[src/rtl/sudoku_pkg.sv]
// Shared definitions for the sudoku accelerator Wishbone arbiter: the
// ownership state encoding, master index constants and default watchdog limit.
package sudoku_pkg;

   typedef enum logic [1:0] {
      ARB_IDLE = 2'b00,
      ARB_G0   = 2'b01,
      ARB_G1   = 2'b10
   } arbState_e;

   localparam logic MASTER0 = 1'b0;
   localparam logic MASTER1 = 1'b1;

   localparam int unsigned DEFAULT_TIMEOUT = 255;

endpackage

[src/rtl/sudoku_arb_watchdog.sv]
// Slave-stall watchdog: counts cycles of an unacknowledged strobe and raises a
// one-cycle timeout in the stall cycle that reaches TIMEOUT_CYCLES. Only
// instantiated by the arbiter when SUDOKU_ARB_TIMEOUT_EN is defined.
module sudoku_arb_watchdog
   import sudoku_pkg::*;
#(
   parameter int unsigned TIMEOUT_CYCLES = DEFAULT_TIMEOUT
) (
   input  logic clk_i,
   input  logic rst_i,
   input  logic stb_i,
   input  logic ack_i,
   input  logic grantChange_i,
   output logic timeout_o
);

   localparam int CntW = $clog2(TIMEOUT_CYCLES + 1);
   localparam logic [CntW-1:0] LastStall = CntW'(TIMEOUT_CYCLES - 1);

   logic [CntW-1:0] count_q;
   logic [CntW-1:0] count_d;

   // count_q holds the stall cycles already seen, so the current stall is the
   // TIMEOUT_CYCLES-th one when the counter sits one below the limit; an ack in
   // that same cycle takes priority and suppresses the timeout
   always_comb begin
      timeout_o = stb_i && !ack_i && (count_q == LastStall);
      count_d   = count_q;
      if (grantChange_i || !stb_i || ack_i || timeout_o) begin
         count_d = '0;
      end else begin
         count_d = count_q + 1'b1;
      end
   end

   // stall counter register
   always_ff @(posedge clk_i or posedge rst_i) begin
      if (rst_i) begin
         count_q <= '0;
      end else begin
         count_q <= count_d;
      end
   end

endmodule

[src/rtl/sudoku_wb_arbiter.sv]
// Two-master Wishbone arbiter in front of the sudoku accelerator slave port.
// Grants are held for a whole cyc burst and ties are broken round-robin.
// Define SUDOKU_ARB_TIMEOUT_EN to build the slave-stall watchdog; without it
// the err outputs are tied low.
module sudoku_wb_arbiter
   import sudoku_pkg::*;
#(
   parameter int unsigned TIMEOUT_CYCLES = DEFAULT_TIMEOUT
) (
   input  logic        wb_clk_i,
   input  logic        wb_rst_i,
   input  logic [31:0] m0_adr_i,
   input  logic [31:0] m1_adr_i,
   input  logic [31:0] m0_dat_i,
   input  logic [31:0] m1_dat_i,
   input  logic [3:0]  m0_sel_i,
   input  logic [3:0]  m1_sel_i,
   input  logic        m0_we_i,
   input  logic        m1_we_i,
   input  logic        m0_cyc_i,
   input  logic        m1_cyc_i,
   input  logic        m0_stb_i,
   input  logic        m1_stb_i,
   output logic        m0_ack_o,
   output logic        m1_ack_o,
   output logic        m0_err_o,
   output logic        m1_err_o,
   output logic [31:0] m0_dat_o,
   output logic [31:0] m1_dat_o,
   output logic [31:0] s_adr_o,
   output logic [31:0] s_dat_o,
   output logic [3:0]  s_sel_o,
   output logic        s_we_o,
   output logic        s_cyc_o,
   output logic        s_stb_o,
   input  logic        s_ack_i,
   input  logic [31:0] s_dat_i,
   output logic [1:0]  grant_o
);

   arbState_e state_q;
   arbState_e state_d;
   logic      last_q;
   logic      last_d;
   logic      stbRaw;
   logic      timeout;

   // Out-of-range limits elaborate this empty marker block so they stand out
   // in the elaborated hierarchy.
   if (TIMEOUT_CYCLES < 1 || TIMEOUT_CYCLES > 65535) begin : gTimeoutOutOfRange
   end

   // next owner: hold while the owner keeps cyc, hand over directly to a
   // waiting master when it drops, and on a tie from idle favour the master
   // that was not served last
   always_comb begin
      state_d = state_q;
      last_d  = last_q;
      case (state_q)
         ARB_IDLE: begin
            if (m0_cyc_i && m1_cyc_i) begin
               state_d = (last_q == MASTER1) ? ARB_G0 : ARB_G1;
            end else if (m0_cyc_i) begin
               state_d = ARB_G0;
            end else if (m1_cyc_i) begin
               state_d = ARB_G1;
            end
         end
         ARB_G0: begin
            if (!m0_cyc_i) begin
               last_d  = MASTER0;
               state_d = m1_cyc_i ? ARB_G1 : ARB_IDLE;
            end
         end
         ARB_G1: begin
            if (!m1_cyc_i) begin
               last_d  = MASTER1;
               state_d = m0_cyc_i ? ARB_G0 : ARB_IDLE;
            end
         end
         default: state_d = ARB_IDLE;
      endcase
   end

   // ownership and round-robin pointer; m1 counts as last served out of reset
   // so m0 wins the first tie
   always_ff @(posedge wb_clk_i or posedge wb_rst_i) begin
      if (wb_rst_i) begin
         state_q <= ARB_IDLE;
         last_q  <= MASTER1;
      end else begin
         state_q <= state_d;
         last_q  <= last_d;
      end
   end

`ifdef SUDOKU_ARB_TIMEOUT_EN
   sudoku_arb_watchdog #(
      .TIMEOUT_CYCLES(TIMEOUT_CYCLES)
   ) uWatchdog (
      .clk_i         (wb_clk_i),
      .rst_i         (wb_rst_i),
      .stb_i         (stbRaw),
      .ack_i         (s_ack_i),
      .grantChange_i (state_d != state_q),
      .timeout_o     (timeout)
   );
`else
   assign timeout = 1'b0;
`endif

   // request mux to the slave and response demux back to the owner only;
   // everything is zero while idle, and a timeout masks the strobe and turns
   // into an err pulse for the owner
   always_comb begin
      grant_o  = {state_q == ARB_G1, state_q == ARB_G0};
      s_adr_o  = '0;
      s_dat_o  = '0;
      s_sel_o  = '0;
      s_we_o   = 1'b0;
      s_cyc_o  = 1'b0;
      stbRaw   = 1'b0;
      m0_ack_o = 1'b0;
      m1_ack_o = 1'b0;
      m0_err_o = 1'b0;
      m1_err_o = 1'b0;
      m0_dat_o = '0;
      m1_dat_o = '0;
      case (state_q)
         ARB_G0: begin
            s_adr_o  = m0_adr_i;
            s_dat_o  = m0_dat_i;
            s_sel_o  = m0_sel_i;
            s_we_o   = m0_we_i;
            s_cyc_o  = m0_cyc_i;
            stbRaw   = m0_stb_i;
            m0_ack_o = s_ack_i;
            m0_err_o = timeout;
            m0_dat_o = s_dat_i;
         end
         ARB_G1: begin
            s_adr_o  = m1_adr_i;
            s_dat_o  = m1_dat_i;
            s_sel_o  = m1_sel_i;
            s_we_o   = m1_we_i;
            s_cyc_o  = m1_cyc_i;
            stbRaw   = m1_stb_i;
            m1_ack_o = s_ack_i;
            m1_err_o = timeout;
            m1_dat_o = s_dat_i;
         end
         default: begin
         end
      endcase
      s_stb_o = stbRaw && !timeout;
   end

endmodule

[config.mk]
export PLATFORM = sky130hd
export DESIGN_NAME = sudoku_wb_arbiter
export DESIGN_NICKNAME = d
export VERILOG_FILES = /design/src/rtl/sudoku_pkg.sv /design/src/rtl/sudoku_arb_watchdog.sv /design/src/rtl/sudoku_wb_arbiter.sv
export SDC_FILE = /design/constraint.sdc
export NUM_CORES = 1
export LEC_CHECK = 0
export BUFFER_PORTS_ARGS = -buffer_cell sky130_fd_sc_hd__buf_2
export CAP_MARGIN = 20
export CORE_AREA = 2 2 124 126
export DETAILED_ROUTE_END_ITERATION = 16
export DIE_AREA = 0 0 126 128
export PLACE_DENSITY = 0.44
export REMOVE_ABC_BUFFERS = 1
export SLEW_MARGIN = 10
export SYNTH_ARGS = -nofsm -noshare
export SYNTH_HDL_FRONTEND = slang
export SYNTH_SLANG_ARGS = --single-unit
[constraint.sdc]
create_clock -name wb_clk_i -period 2.9 [get_ports wb_clk_i]
set_input_delay 0.29 -clock wb_clk_i [delete_from_list [all_inputs] [get_ports wb_clk_i]]
set_output_delay 0.29 -clock wb_clk_i [all_outputs]
set_load 0.01 [all_outputs]
==> results of run 1 <==
per-layer routing:
metal	vias up	part of all wire, %	GRT usage (%)
met5	-	0	0
met4	0	0	0.5171
met3	0	6.1	1.836
met2	129	51	18.25
met1	1322	43	14.74
li1	1513	-	-
area by class of cell:
class                   count  area share (%)
flip-flops and latches      3           2.105
repair buffers            322           45.69
inverters                   4          0.4141
clock buffers               4           2.174
multi-input cells         227           43.13
well taps                 188           6.487
stage by stage:
step	utilization [%]	worst slack, ns	instances	power (mW)	hold slack, ns
final	24.39	0.6610	748	2.858	0.4092
after global routing	24.39	0.4748	748	3.134	0.4343
after CTS	24.39	0.6406	748	2.910	0.3993
after detailed placement	23.80	0.8751	743	2.683	0.1729
after global placement	23.80	0.8597	743	2.716	0.1745
after floorplan	-	-0.1962	234	1.600	0.04292
power by group through the flow:
stage / sequential [mW] / combinational (mW) / clock (mW)
floorplan: 0.0793 / 1.52 / 0
global placement: 0.0872 / 2.63 / 0
detailed placement: 0.0874 / 2.60 / 0
CTS: 0.0871 / 2.60 / 0.222
global route: 0.0919 / 2.81 / 0.229
finish: 0.0869 / 2.55 / 0.218
timing repair:
item                                    in CTS  in global routing
hold endpoints to repair                     2                  0
hold buffers                                 1                  0
endpoints found under the setup margin       0                  0
logic make-up (layout without fill, tap and decap cells):
logic type,after synthesis,in the layout,share of synthesized area [%]
AO/OA/AOI/OAI,80,80,33.40
flip-flops,3,3,4.272
buffers and inverters,37,330,9.383
AND/OR/NAND/NOR,140,140,49.23
adder cells (fa/ha/maj),5,5,3.501
other,1,2,0.2099
critical path, stage by stage (launching register included):
cell and delay (ns):
dfrtp_1 0.42, inv_1 0.14, ha_2 0.40, buf_12 0.28
a22oi_1 0.17, nor2b_1 0.12, buf_2 0.13
flip-flops by register name, indices dropped and copies added (netlist names):
| register | count |
|---|---|
| last_q | 1 |
| state_q | 2 |
final timing paths:
| path | to | slack, ns | cells past startpoint |
|---|---|---|---|
| worst min-delay path | state_q[0] | 0.41 | 3 |
| worst max register to register | state_q[1] | 1.22 | 4 |
| min in group asynchronous | state_q[0] | 0.48 | 3 |
| worst min register to register | last_q | 0.53 | 1 |
| max in group asynchronous | last_q | 2.20 | 3 |
| worst max-delay path | s_dat_o[14] | 0.66 | 6 |
cell usage after synthesis, drive strengths merged:
| master | number |
|---|---|
| nand2b | 1 |
| conb | 1 |
| ha | 5 |
| o21ai | 2 |
| o22a | 1 |
| a22oi | 70 |
| a22o | 1 |
| clkbuf | 26 |
| dfrtp | 2 |
| dfstp | 1 |
| inv | 4 |
| a21boi | 1 |
| nor2b | 70 |
| and3b | 1 |
| a221oi | 1 |
| buf | 7 |
| a21oi | 2 |
| o41ai | 2 |
| nor3b | 1 |
| and2 | 67 |
==> results.md, run 1 <==
- Via density: a little under 4
- Residual DRC count: 0
- Setup Fix Bufs, Post-CTS: 0
- Max transition margin: between 60 and 70%
- Final Cell Area: 0.003626 mm2
- # nets final: 743
- Worst Path Required: 2.61 ns
- DR WL/cell: 13.24 um
- Ant. Diodes: 0
- Yosys top cell by area: a22oi_1
- Worst setup path startpoint: state_q[0]
- Total wire length: 9906 um
- GRT Util Overall: 10.65%
- Largest net degree at the start of global routing: 59
- Initial DRC count: 193
- Hold path start: m0_cyc_i
- Final RePlAce weighted congestion: 0.7589
- HPWL after DPL: 8079 um
- Port buffer count: about 320
- Total number of vias: about 3,000
- Post-synthesis register bit count: 3
- Final cycle utilization of the critical path: between 70% and 80%
- Htree depth: 1
- Pins Over Slew Limit: 0
- Multi-input gate area: around 0.0016 mm2
- # fillers: 1,710
- CP Max Fanout: 58
- Clock slew at reported path FFs: 0.03 ns
- TritonCTS sink count: 3
- Syn_area_per_cell: 6.717 um2
- Switch share: 50.01%
- CP startpoint kind: flop
- Clock network fraction of total power: 7.6%
- Core area: 0.01486 mm2
- Leakage: 2.041 nW
- Seq pwr share: roughly 3.0%
- Gate Count Post-Synth: between 200 and 300
- WS Path Type: reg -> out
- Clock tree root driver cell: clkbuf_16
- Worst-Skew Late Latency: 0.22 ns
- Antenna violations before repair: 0
- First-pass GRT wire length: 14,320 um
- Die area: 0.01613 mm2
- Min Tclk post-route: 2.239 ns
- GRT overflow: 0
- Yosys cell types: 22
- Combinational share of power: between 80% and 90%
- Share of cells above drive strength 1: 58.57%
- Peak supply drop: 0.2541 mV
- Die height: 128 um
- Reg2Reg Launch Point: state_q[1]
- Fmax: roughly 450 MHz
- Area delta synth->final: 102.9%
- Clk buf depth: 2
- Top cells by area, synth: a22oi_1 29%, nor2b_1 25%, and2_1 23%
- Cts repair resizes: 0
- Number of global-route vias before repair: 2,674
- Final setup fails: 0
- CTS Buf Count: 3
- Cell Area, Synth: 0.001787 mm2
- Commonest non-fill, non-tap cell in the layout: buf_2
- Pwr/cell area: roughly 790 mW/mm2
- Post-synth top area share: 29.41%
- Endpoint type of the worst setup path: output port
- Yosys Warn Count: 0
- P_int: ~1.4 mW
- Number of max-cap violations: 0
- Sw Pwr: 1.429 mW
- Initial Util: 12.02%
- TNS Setup: 0 ns
- Routed Antenna Nets: 0
- Worst Hold Class: in -> reg
- Die width: roughly 130 um
- Worst Max-Slew Pin Slew: ~0.5 ns
- First-pass iteration count of the detailed router: 4
- I/O pin cnt: 318
- Hold Violations, Final: 0
- Clock skew: 0.002426 ns
- RSZ-0062 raised after global routing: no
- Rows: 45
- Status: finished, final reports clean
- CTS tree: yes
- Worst path arrival time: between 1.5 and 2 ns
- Storage element area: 76.32 um2
- Placed cell area: roughly 0.0035 mm2
- Register area share after synthesis: around 4.3%
- Most frequent cells in the layout: 315 x buf_2, 70 x a22oi_1, 70 x nor2b_1
No activity file was read; power rests on OpenSTA's default activity.
==> run 2: changes to the inputs <==
- PLACE_DENSITY: 0.44 -> 0.45
- clock period: 2.9 -> 2.05 ns (I/O delays scaled with it)
==> run 2 against run 1 <==
Compared with the run above:
- register-to-register slack worse by 0.79 ns
- count of clock-buffer cells in the layout unchanged
- global-route usage down 0.62 points
- largest cell class unchanged
- non-clock buffer count up 10
==> results.md, run 2 (synthesis gave the netlist of run 1 again) <==
- Total wire length: 10,350 um (+4.5%)
- CP startpoint kind: flop
- Die height: 128 um (unchanged)
- Fmax: ~520 MHz
- Min Tclk post-route: between 1.5 and 2 ns
- I/O pin cnt: 318 (unchanged)
- Reg2Reg Launch Point: state_q[1]
- Clock slew at reported path FFs: 0.03 ns (about the same)
- Via density: 4.042 (+2.0%)
- Worst Path Required: 1.85 ns (-0.76 ns)
- Number of max-cap violations: 0 (unchanged)
- Residual DRC count: 0 (unchanged)
- Non-Filler Instances: 758 (+1.3%)
- Worst setup path startpoint: state_q[1]
- Commonest non-fill, non-tap cell in the layout: buf_2
- Status: finished, final reports clean
- TritonCTS sink count: 3 (unchanged)
- Initial Util: 12.02% (unchanged)
- RSZ-0062 raised after global routing: no
- Most frequent cells in the layout: 315 x buf_2, 70 x a22oi_1, 69 x nor2b_1
- Die area: 0.01613 mm2 (unchanged)
- Number of global-route vias before repair: 2,761 (+3.3%)
- WS Path Type: reg -> out
- Placed cell count: 743 (unchanged)
- Leakage: 2.143 nW (+5.0%)
- GRT Util Overall: 10.04% (-0.62 points)
- Clock tree root driver cell: clkbuf_16
- Hold Violations, Final: 0 (unchanged)
- Peak supply drop: 0.7006 mV (+180%)
- Pwr/cell area: 1219 mW/mm2 (+55%)
- Final setup fails: 0 (unchanged)
- Worst Hold Class: in -> reg
- Final cycle utilization of the critical path: 93.97%
- Area delta synth->final: 115.9%
- Final RePlAce weighted congestion: 0.7565 (-0.32%)
- Hold path start: m0_cyc_i
- CTS Buf Count: 3 (unchanged)
- # nets final: 753 (+1.3%)
- First-pass GRT wire length: 13,550 um (-5.4%)
- Die width: 126 um (unchanged)
- First-pass iteration count of the detailed router: 4 (unchanged)
- Share of cells above drive strength 1: 59.82% (+1.3 points)
- Biggest regs: state_q (2), last_q (1)
- Ant. Diodes: 0 (unchanged)
- # fillers: 1,646 (-3.7%)
- Clk buf depth: 2 (unchanged)
- Endpoint type of the worst setup path: output port
- Largest net degree at the start of global routing: 72 (+22%)
- Worst-Skew Late Latency: 0.23 ns (about the same)
- Htree depth: 1 (unchanged)
- Worst path arrival time: 1.72 ns (-0.23 ns)
- HPWL after DPL: 7340 um (-9.1%)
- Initial DRC count: 93 (-52%)
- Pins Over Slew Limit: 0 (unchanged)
- Antenna violations before repair: 0 (unchanged)
- Final core utilization: 25.95% (+1.6 points)
- DR WL/cell: 13.65 um (+3.1%)
- Routed Antenna Nets: 0 (unchanged)
- Rows: 45 (unchanged)
- Core area: 0.01486 mm2 (unchanged)
- CTS tree: yes
- Max reg flops: 2 (unchanged)
- Port buffer count: 315 (unchanged)
- Clock skew: 0.001706 ns (-0.0007195 ns)
- Largest Register: state_q
- CP Max Fanout: 21 (-64%)
- Total number of vias: 3,064 (+3.4%)
- GRT overflow: 0 (unchanged)
run 2: layer usage:
layer,share of wire (%),global-route usage [%],vias up
li1,-,-,1528
met1,41,12.06,1347
met2,50,19.39,184
met3,7.9,1.169,5
met4,0.48,1.551,0
met5,0,0,-
run 2: power by group:
part           internal (mW)  switching [mW]
sequential            0.0942          0.0364
combinational           2.08            2.18
clock                  0.257          0.0570
run 2: path summary, 6_finish.rpt:
check	endpoint	slack (ns)	depth (start not counted)
min in group asynchronous	state_q[0]	0.38	3
max	s_adr_o[10]	0.12	7
max in group asynchronous	last_q	1.46	3
min reg2reg	last_q	0.54	1
max reg2reg	state_q[1]	0.43	5
min	state_q[0]	0.33	3
run 2: metrics by stage:
step	area, um2	total power, mW	hold WS, ns	worst slack, ns	setup TNS (ns)
2_1_floorplan	1638	2.263	-0.04208	-0.9612	-84.00
3_3_place_gp	3575	3.914	0.07363	0.1971	0
3_5_place_dp	3575	3.869	0.07714	0.2160	0
4_1_cts	3666	4.211	0.3246	0.01759	0
5_1_grt	3857	5.098	0.3468	0.03004	0
6_report	3857	4.703	0.3258	0.1236	0
run 2: repair_timing:
item                       CTS  global route
gates resized for setup      1             5
setup endpoints to repair    1             2
hold buffers                 1             0
cloned                       0             5
buffers inserted             0             5
hold endpoints to repair     2             0
run 2: area by class of cell:
type / count / area (um2) / share of cell area (%)
Inverter: 4 / 15.01 / 0.3892
Sequential cell: 3 / 77.57 / 2.011
Tap cell: 188 / 235.2 / 6.098
Clock buffer: 4 / 78.83 / 2.043
Multi-Input combinational cell: 227 / 1587 / 41.13
Timing Repair Buffer: 332 / 1864 / 48.33
run 2: critical path, stage by stage, from the launching register on:
cell       delay [ns]
dfrtp_2          0.44
inv_1            0.15
ha_4             0.25
buf_4            0.15
clkbuf_16        0.18
a22oi_1          0.08
nor2b_1          0.11
buf_2            0.14
==> run 3: changes to the inputs <==
--- a/config.mk
+++ b/config.mk
@@ -18 +18,2 @@
 export SYNTH_SLANG_ARGS = --single-unit
+export TNS_END_PERCENT = 100
==> constraint.sdc (replaced) <==
create_clock -name wb_clk_i -period 2.05 [get_ports wb_clk_i]
set_input_delay 0.1025 -clock wb_clk_i [delete_from_list [all_inputs] [get_ports wb_clk_i]]
set_output_delay 0.1025 -clock wb_clk_i [all_outputs]
set_load 0.01 [all_outputs]
==> run 3 against run 2 <==
Compared with the run above:
- die area unchanged
- clock power down 1%
- critical path depth shrank 1
- fmax is 3.9% higher
- routed wire length fell by 11%
- largest cell class unchanged
==> results.md, run 3 (synthesis gave the netlist of run 1 again) <==
- Ant. Diodes: 0 (unchanged)
- Clock skew: 0.0003317 ns (-0.001375 ns)
- Final RePlAce weighted congestion: 0.7202 (-4.8%)
- Max reg flops: 2 (unchanged)
- Hold Violations, Final: 0 (unchanged)
- GRT overflow: 0 (unchanged)
- CTS tree: yes
- Non-Filler Instances: 749 (-1.2%)
- DR WL/cell: 12.31 um (-9.8%)
- Endpoint type of the worst setup path: output port
- Hold Path End: state_q[0]
- Share of cells above drive strength 1: 58.65% (-1.2 points)
- Crit path cell chain: inv_1 > ha_2 > buf_12 > a22oi_1 > nor2b_1 > buf_2
- Clock tree root driver cell: clkbuf_16
- # fillers: 1,674 (+1.7%)
- Most frequent cells in the layout: 315 x buf_2, 70 x a22oi_1, 70 x nor2b_1
- Peak supply drop: 0.5591 mV (-20%)
- FF-to-FF End: state_q[0]
- Core area: 0.01486 mm2 (unchanged)
- Total wire length: 9219 um (-11%)
- Switch share: 49.12% (+0.86 points)
- Residual DRC count: 0 (unchanged)
- Clock network fraction of total power: 7.5% (+0.8 points)
- Sw Pwr: 2.022 mW (-11%)
- TritonCTS sink count: 3 (unchanged)
- CP startpoint kind: flop
- Placed cell count: 744 (+0.13%)
- CTS Buf Count: 3 (unchanged)
- WS Path Type: reg -> out
- Worst Hold Class: in -> reg
- Worst path arrival time: 1.75 ns (+0.03 ns)
- Number of max-cap violations: 0 (unchanged)
- Internal reg-to-reg setup slack: 0.54 ns (+0.11 ns)
- Largest net degree at the start of global routing: 72 (unchanged)
- Via density: 4.033 (-0.22%)
- First-pass iteration count of the detailed router: 4 (unchanged)
- Port buffer count: 315 (unchanged)
- Fmax: 539.2 MHz (+3.9%)
- Combinational share of power: 89.5% (-1.0 points)
- Crit-path leading delay family: buffers and inverters
- Leakage: 2.058 nW (-4.0%)
- # nets final: 744 (-1.2%)
- First-pass GRT wire length: 13,370 um (-1.3%)
- Htree depth: 1 (unchanged)
- Final cycle utilization of the critical path: 90.47% (-3.5 points)
- Initial DRC count: 94 (+1.1%)
- Clk buf depth: 2 (unchanged)
- Commonest non-fill, non-tap cell in the layout: buf_2
- FF-to-FF path depth: 4 (-1)
- Hold depth: 3 (unchanged)
- Worst Path Required: 1.95 ns (+0.10 ns)
- HPWL after DPL: 7414 um (+1.0%)
- Final setup fails: 0 (unchanged)
- Power Total: 4.116 mW (-12%)
- Antenna violations before repair: 0 (unchanged)
- I/O pin cnt: 318 (unchanged)
- Pwr/cell area: 1121 mW/mm2 (-8.0%)
- Slowest cell on crit path: dfrtp_1
- Reg2Reg Launch Point: state_q[1]
- Pins Over Slew Limit: 0 (unchanged)
- Routed Antenna Nets: 0 (unchanged)
- Die width: 126 um (unchanged)
- P_int: 2.094 mW (-14%)
- Clock slew at reported path FFs: 0.03 ns (about the same)
- RSZ-0062 raised after global routing: no
- CP Max Fanout: 39 (+86%)
- Biggest regs: state_q (2), last_q (1)
- Crit path buffers/inverters: 3 (-1)
- Initial Util: 12.02% (unchanged)
- Hold path start: m0_cyc_i
- CP peak stage delay: 0.41 ns (-0.03 ns)
- Total number of vias: 3,021 (-1.4%)
- GRT Util Overall: 9.884% (-0.15 points)
- Pre-CTS setup slack: 0.3860 ns (+0.1700 ns)
- Area delta synth->final: 105.5%
- Die area: 0.01613 mm2 (unchanged)
- Number of global-route vias before repair: 2,760 (-0.036%)
- Worst setup margin: 0.1954 ns (+0.07177 ns)
- Status: finished, final reports clean
- Seq pwr share: 3.0% (+0.2 points)
- Worst-Skew Late Latency: 0.22 ns (about the same)
- Min Tclk post-route: 1.855 ns (-0.07177 ns)
- Die height: 128 um (unchanged)
- Rows: 45 (unchanged)
- Largest Register: state_q
[run 3: cell count changes in the layout (fill, tap and decap cells not counted), sizes merged]
cell    previous run  this run
clkbuf             9         4
buf              326       322
[run 3: worst register-to-register path, stage by stage, from the launching register on]
cell and delay [ns]:
dfrtp_1 0.41, inv_1 0.11, ha_4 0.24, a22o_1 0.28
o41ai_1 0.35
[run 3: metal layers]
metal	global-route usage (%)	part of all wire, %	vias up	wire length, um
li1	-	-	1512	-
met1	11.32	39	1309	3577
met2	19.23	51	193	4699
met3	1.795	9.6	7	883
met4	1.681	0.63	0	58
met5	0	0	-	0
[run 3: layout make-up]
| type | instances | area, um2 | area share, % |
|---|---|---|---|
| timing repair buffer | 323 | 1702 | 46.35 |
| multi-input combinational | 227 | 1564 | 42.60 |
| tap | 188 | 235.2 | 6.408 |
| clock buffer | 4 | 78.83 | 2.147 |
| sequential | 3 | 76.32 | 2.079 |
| inverter | 4 | 15.01 | 0.4090 |
[run 3: how the worst max path moves through the flow]
| stage | to | slack [ns] | depth (start not counted) | from |
|---|---|---|---|---|
| after floorplan | state_q[1] | -0.94 | 4 | state_q[1] |
| after global placement | s_dat_o[29] | 0.41 | 6 | state_q[0] |
| after detailed placement | s_dat_o[29] | 0.39 | 6 | state_q[0] |
| after CTS | s_dat_o[29] | 0.15 | 6 | state_q[0] |
| after global routing | s_dat_o[29] | 0.07 | 6 | state_q[1] |
| final | s_dat_o[29] | 0.20 | 6 | state_q[0] |
[run 3: power by group through the flow]
stage	combinational, mW	sequential [mW]	clock, mW
global placement	3.80	0.123	0
global route	4.08	0.131	0.321
finish	3.68	0.123	0.310
detailed placement	3.73	0.124	0
floorplan	2.15	0.112	0
CTS	3.74	0.124	0.315
[run 3: timing repair]
item,CTS,global route
gates resized for setup,0,0
setup buffers,0,0
hold buffers,1,0
endpoints found under the hold margin,3,0
[run 3: through the flow]
stage	setup TNS, ns	hold WS (ns)	utilization (%)	cell area (um2)
after CTS	0	0.2303	24.70	3671
after global routing	0	0.2547	24.70	3671
final	0	0.2302	24.70	3671
after detailed placement	0	-0.02656	24.10	3582
after floorplan	-73.24	-0.1446	-	1638
after global placement	0	-0.02906	24.10	3582
